$ cat src/rtl/cond_exec_controller.sv
// Conditional-execution controller for the EXE stage: owns NZCV, decides
// commit/annul per instruction, drives branch-taken and the wrong-path
// shadow window, and keeps commit/annul debug counters.
module cond_exec_controller #(
  parameter int unsigned SHADOW = 1,
  parameter int unsigned CNT_W  = 16
) (
  input  logic             clk,
  input  logic             rst,
  input  logic             exeValid,
  input  logic [3:0]       exeCond,
  input  logic             exeSetFlags,
  input  logic             exeIsBranch,
  input  logic [3:0]       aluFlags,
  input  logic             cntClr,
  output logic [3:0]       statusReg,
  output logic             exeCommit,
  output logic             branchTaken,
  output logic             inShadow,
  output logic [CNT_W-1:0] execCount,
  output logic [CNT_W-1:0] annulCount
);

  localparam int unsigned SCNT_W = 3;

  typedef enum logic {
    ST_RUN    = 1'b0,
    ST_SHADOW = 1'b1
  } state_t;

  state_t              r_state;
  state_t              w_next_state;
  logic [SCNT_W-1:0]   r_shadow_cnt;
  logic [SCNT_W-1:0]   w_next_shadow_cnt;
  logic [3:0]          r_status;
  logic [CNT_W-1:0]    r_exec_cnt;
  logic [CNT_W-1:0]    r_annul_cnt;
  logic                w_base;
  logic                w_pass;
  logic                w_commit;
  logic                w_branch;
  logic                w_n, w_z, w_c, w_v;

  assign w_n = r_status[3];
  assign w_z = r_status[2];
  assign w_c = r_status[1];
  assign w_v = r_status[0];

  // Condition evaluation: even codes test the base predicate, odd codes its inverse (1111 always passes)
  always_comb begin
    w_base = 1'b1;
    case (exeCond[3:1])
      3'b000:  w_base = w_z;
      3'b001:  w_base = w_c;
      3'b010:  w_base = w_n;
      3'b011:  w_base = w_v;
      3'b100:  w_base = w_c & ~w_z;
      3'b101:  w_base = (w_n == w_v);
      3'b110:  w_base = ~w_z & (w_n == w_v);
      default: w_base = 1'b1;
    endcase
    w_pass = w_base ^ (exeCond[0] & (exeCond[3:1] != 3'b111));
  end

  // State register with shadow down-counter
  always_ff @(posedge clk) begin
    if (!rst) begin
      r_state      <= ST_RUN;
      r_shadow_cnt <= '0;
    end else begin
      r_state      <= w_next_state;
      r_shadow_cnt <= w_next_shadow_cnt;
    end
  end

  // Next-state: enter SHADOW on a taken branch, leave when the counter expires
  always_comb begin
    w_next_state      = r_state;
    w_next_shadow_cnt = r_shadow_cnt;
    case (r_state)
      ST_RUN: begin
        if (w_branch) begin
          w_next_state      = ST_SHADOW;
          w_next_shadow_cnt = SCNT_W'(SHADOW);
        end
      end
      ST_SHADOW: begin
        w_next_shadow_cnt = r_shadow_cnt - SCNT_W'(1);
        if (r_shadow_cnt <= SCNT_W'(1)) begin
          w_next_state = ST_RUN;
        end
      end
      default: begin
        w_next_state      = ST_RUN;
        w_next_shadow_cnt = '0;
      end
    endcase
  end

  // Outputs: commit/branch only in RUN and never while reset is asserted
  always_comb begin
    w_commit = 1'b0;
    w_branch = 1'b0;
    if (rst && (r_state == ST_RUN)) begin
      w_commit = exeValid & w_pass;
      w_branch = exeValid & w_pass & exeIsBranch;
    end
  end

  // NZCV register: only committed S-instructions write it
  always_ff @(posedge clk) begin
    if (!rst) begin
      r_status <= 4'b0000;
    end else if (w_commit && exeSetFlags) begin
      r_status <= aluFlags;
    end
  end

  // Debug event counters; clear wins over increment
  always_ff @(posedge clk) begin
    if (!rst || cntClr) begin
      r_exec_cnt  <= '0;
      r_annul_cnt <= '0;
    end else begin
      if (w_commit) begin
        r_exec_cnt <= r_exec_cnt + CNT_W'(1);
      end
      if (exeValid && !w_commit) begin
        r_annul_cnt <= r_annul_cnt + CNT_W'(1);
      end
    end
  end

  assign statusReg   = r_status;
  assign exeCommit   = w_commit;
  assign branchTaken = w_branch;
  assign inShadow    = (r_state == ST_SHADOW);
  assign execCount   = r_exec_cnt;
  assign annulCount  = r_annul_cnt;

endmodule

$ cat config.mk
export PLATFORM = sky130hd
export DESIGN_NAME = cond_exec_controller
export DESIGN_NICKNAME = d
export VERILOG_FILES = /design/src/rtl/cond_exec_controller.sv
export SDC_FILE = /design/constraint.sdc
export NUM_CORES = 1
export LEC_CHECK = 0
export CAP_MARGIN = 25
export CORE_ASPECT_RATIO = 1.1
export CORE_MARGIN = 2
export CORE_UTILIZATION = 38
export CTS_BUF_LIST = sky130_fd_sc_hd__clkbuf_8
export CTS_CLUSTER_DIAMETER = 60
export CTS_CLUSTER_SIZE = 28
export DETAILED_ROUTE_END_ITERATION = 7
export GPL_TIMING_DRIVEN = 0
export HOLD_SLACK_MARGIN = 0.1
export PLACE_DENSITY = 0.69
export REMOVE_ABC_BUFFERS = 1
export SYNTH_ARGS = -nofsm -noshare
export SYNTH_HDL_FRONTEND = slang
export SYNTH_SLANG_ARGS = --single-unit
$ cat constraint.sdc
create_clock -name clk -period 5.8 [get_ports clk]
set_input_delay 0.87 -clock clk [delete_from_list [all_inputs] [get_ports clk]]
set_output_delay 0.87 -clock clk [all_outputs]
set_load 0.02 [all_outputs]
==> implementation parameters <==
Parameter                              Value

STA
  WHS ... 0.485 ns
  Fin. Hold Viols ... 0
  Endpoints failing setup ... 0
  Total negative setup slack ... 0 ns
  Period utilization ... 86.6%
  Final-report max-slew violation count ... 0
  Max frequency ... 199 MHz
  Post-layout minimum cycle time ... around 5 ns
  Least-Margin Pin Slew ... 1.01 ns
  Final setup skew ... 0.0122 ns
  Slew margin rel. ... about a third
  RSZ-0062 raised after global routing ... no

Outcome
  Run status ... finished, final reports clean

Global routing
  Overall overflow remaining after global route ... 0
  Number of global-route vias before repair ... 1,666
  Maximum number of pins on one net before global-route repair ... 27
  Initial antenna violation count ... 0
  First-pass GRT wire length ... 7680 µm
  Total global routing track utilization ... between 10% and 20%

Route
  Routed via count divided by cell count ... 5.47
  Residual DRC count ... 0
  Pre-antenna DRT Iters ... 4
  Via Count ... 1,921
  Routed Wire Length ... 4580 µm
  DRT iter0 DRCs ... 135
  Remaining antenna violation count ... 0
  Routed wire length per instance ... 13.0 µm

CTS
  Clock Tree Root ... sky130_fd_sc_hd__clkbuf_8
  Number of buffers added for setup after CTS ... 0
  H-tree lvl count ... 2
  Post-cts repair resize count ... 0
  Cts bufs inserted ... 5
  Number of hold-repair buffers added at the cts stage ... 0
  TritonCTS clock tree ... yes
  Max Buffers Root-to-Sink ... 2
  TritonCTS sink count ... 40
  CTS clock-pin slew for the worst setup and hold paths ... 0.08 ns
  Latest clock arrival within the worst-skew pair ... 0.30 ns

Setup path
  Arrival time of data at the critical path endpoint ... 4.15 ns
  Kind of end point of the critical path ... primary output
  Critical path startpoint category ... input port
  Endpoint of the lowest-slack register-to-register path ... r_shadow_cnt[0]
  Setup slack, reg-to-reg ... approximately 2.9 ns
  Required time of the critical path ... around 4.9 ns
  Crit Path Max Fanout ... 19
  Reg-to-Reg Start ... statusReg[1]
  Class of the most critical setup path ... in2out
  Length in cells of the worst reg-to-reg path ... 7

Yosys
  Post-Synth Adder-Cell Area ... around 2.5%
  Ranking of synthesized cells by area ... sky130_fd_sc_hd__dfxtp_1 (40%), sky130_fd_sc_hd__nand2_1 (5.0%), sky130_fd_sc_hd__a21oi_1 (4.0%), sky130_fd_sc_hd__o21ai_0 (3.7%), sky130_fd_sc_hd__nand3_1 (3.5%)
  Seq cells post-synth ... 40
  XOR/XNOR Fraction of Synth Area ... 4.32%
  Top FF cell, synth ... sky130_fd_sc_hd__dfxtp_1
  Yosys top cell area share ... 39.5%
  Number of synthesized flops with an enable pin ... 0
  Synth cell types ... 47
  Async SR Flop Fraction ... 0%
  Share of synthesized area spent on multiplexers ... under 10%
  Post-synthesis instance area ... just over 2000 µm²
  Warning count from the yosys run ... 0
  Number of instances in the synthesized netlist ... 242
  Fraction of the mapped netlist area in compound gates ... 19.8%
  Share of synthesized area occupied by flip-flops and latches ... between 30 and 40%
  Simple-gate share of the synthesized area ... 27.4%
  Synthesized area divided by synthesized cell count ... 8.37 µm²
  Dominant combinational cell family by area after synthesis ... simple AND/OR/NAND/NOR gates
  Cell type with the highest aggregate area in the netlist ... sky130_fd_sc_hd__dfxtp_1

Floorplan
  I/O pin total ... 53
  Core Box Area ... 5070 µm²
  Effective utilization at floorplan ... 40.0%
  Floorplan row count ... 27
  Die outline height ... 80.6 µm
  Width of the die ... 73.6 µm
  DIE AREA ... 5930 µm²

Min path
  Number of cells on the worst hold path ... 2
  Origin of the worst min-delay path ... execCount[9]
  Worst min-delay path endpoint ... execCount[9]
  Path type of the worst min-delay path ... reg2reg

Placement
  Number of I/O port buffers ... between 50 and 60
  Routability congestion estimate ... 0.748
  Dpl hpwl ... 3240 µm
  Number of instances in the placed design ... 343

Cells and area
  Most used cells in the layout excluding fill and tap cells ... sky130_fd_sc_hd__clkdlybuf4s50_1 (52), sky130_fd_sc_hd__dfxtp_1 (40), sky130_fd_sc_hd__nand2_1 (27)
  Ratio of cells with drive above 1 in the final layout ... 4.78%
  Layout-stage area growth over the synthesis result ... 32.7%
  Final Instance Count excl. Fillers ... 351
  Leading cell type in the layout, fill and taps excluded ... sky130_fd_sc_hd__clkdlybuf4s50_1
  N_diodes ... 0
  Final net count ... 310

Power and ir drop
  Overall power after layout ... 0.557 mW
  Maximum ir drop on the vdd rail ... 0.000165 V
  Power density over the cells ... roughly 210 nW/µm²
  Leak pwr ... 0.922 nW

Job
  Maximum capacitance violations ... 0
## report_power, final
| group | switching (mW) | internal, mW | total, mW |
|---|---|---|---|
| registers | 0.00367 | 0.278 | 0.281 |
| logic | 0.0285 | 0.0235 | 0.0520 |
| clock network | 0.0975 | 0.126 | 0.223 |
| total | 0.130 | 0.427 | 0.557 |
## kinds of logic (layout without fill, tap and decap cells)
family	after synthesis	after routing
buf+inv	17	68
fa+ha+maj	4	4
mux	4	4
flops	40	40
simple gates	106	106
compound gates	61	61
xor+xnor	10	10
## final cells by class
| class | instances | area, µm² |
|---|---|---|
| flip-flops and latches | 40 | 801 |
| well taps | 58 | 72.6 |
| clock buffers | 5 | 68.8 |
| multi-input cells | 185 | 1150 |
| repair buffers | 53 | 532 |
| clock inverters | 3 | 38.8 |
| inverters | 7 | 26.3 |
| fillers | 482 | 2380 |
## cell usage after synthesis, types with 4 or more instances
| master | instances |
|---|---|
| sky130_fd_sc_hd__and3_1 | 7 |
| sky130_fd_sc_hd__or3_1 | 7 |
| sky130_fd_sc_hd__and2_1 | 4 |
| sky130_fd_sc_hd__nand3_1 | 14 |
| sky130_fd_sc_hd__or4_1 | 4 |
| sky130_fd_sc_hd__xnor2_1 | 7 |
| sky130_fd_sc_hd__dfxtp_1 | 40 |
| sky130_fd_sc_hd__nor2_1 | 16 |
| sky130_fd_sc_hd__inv_1 | 6 |
| sky130_fd_sc_hd__nand2b_1 | 5 |
| sky130_fd_sc_hd__nor2b_1 | 4 |
| sky130_fd_sc_hd__nand2_1 | 27 |
| sky130_fd_sc_hd__o21a_1 | 4 |
| sky130_fd_sc_hd__o21ai_0 | 15 |
| sky130_fd_sc_hd__a21oi_1 | 16 |
| sky130_fd_sc_hd__clkbuf_1 | 6 |
| sky130_fd_sc_hd__ha_1 | 4 |
## metal layers
layer | routed length (µm) | GRT usage (%) | up-vias
met1 | 2180 | 21.8 | 870
met2 | 2070 | 25.1 | 55
li1 | - | - | 989
met5 | 0 | 0 | -
met4 | 82 | 7.45 | 0
met3 | 248 | 3.51 | 7
## worst max-delay path by stage
| stage | slack (ns) | from | to |
|---|---|---|---|
| 3_5_place_dp | 0.77 | exeCond[1] | branchTaken |
| 2_1_floorplan | 2.23 | exeCond[1] | branchTaken |
| 6_report | 0.78 | exeCond[1] | branchTaken |
| 4_1_cts | 0.75 | exeCond[1] | branchTaken |
| 5_1_grt | 0.57 | exeCond[1] | branchTaken |
| 3_3_place_gp | 0.77 | exeCond[1] | branchTaken |
## flip-flops by register name, summed over array words and instances (netlist names)
| name | cells |
|---|---|
| statusReg | 4 |
| r_shadow_cnt | 3 |
| execCount | 16 |
| inShadow | 1 |
| annulCount | 16 |
## worst max-delay path, cell delays in order
cell                              delay (ns)
sky130_fd_sc_hd__clkdlybuf4s50_1        0.59
sky130_fd_sc_hd__mux4_1                 0.60
sky130_fd_sc_hd__xor2_1                 0.17
sky130_fd_sc_hd__o21ai_2                0.31
sky130_fd_sc_hd__or2_1                  0.54
sky130_fd_sc_hd__inv_2                  0.28
sky130_fd_sc_hd__and2_4                 0.26
sky130_fd_sc_hd__clkdlybuf4s50_1        0.54
## metrics by stage
step | cell area [µm²] | setup slack, ns | util, %
3_5_place_dp | 2580 | 0.771 | 50.9
3_3_place_gp | 2570 | 0.772 | 50.7
5_1_grt | 2690 | 0.568 | 53.1
2_1_floorplan | 1980 | 2.23 | -
6_report | 2690 | 0.779 | 53.1
4_1_cts | 2690 | 0.751 | 53.1
Power figures use the tool's default switching activity.
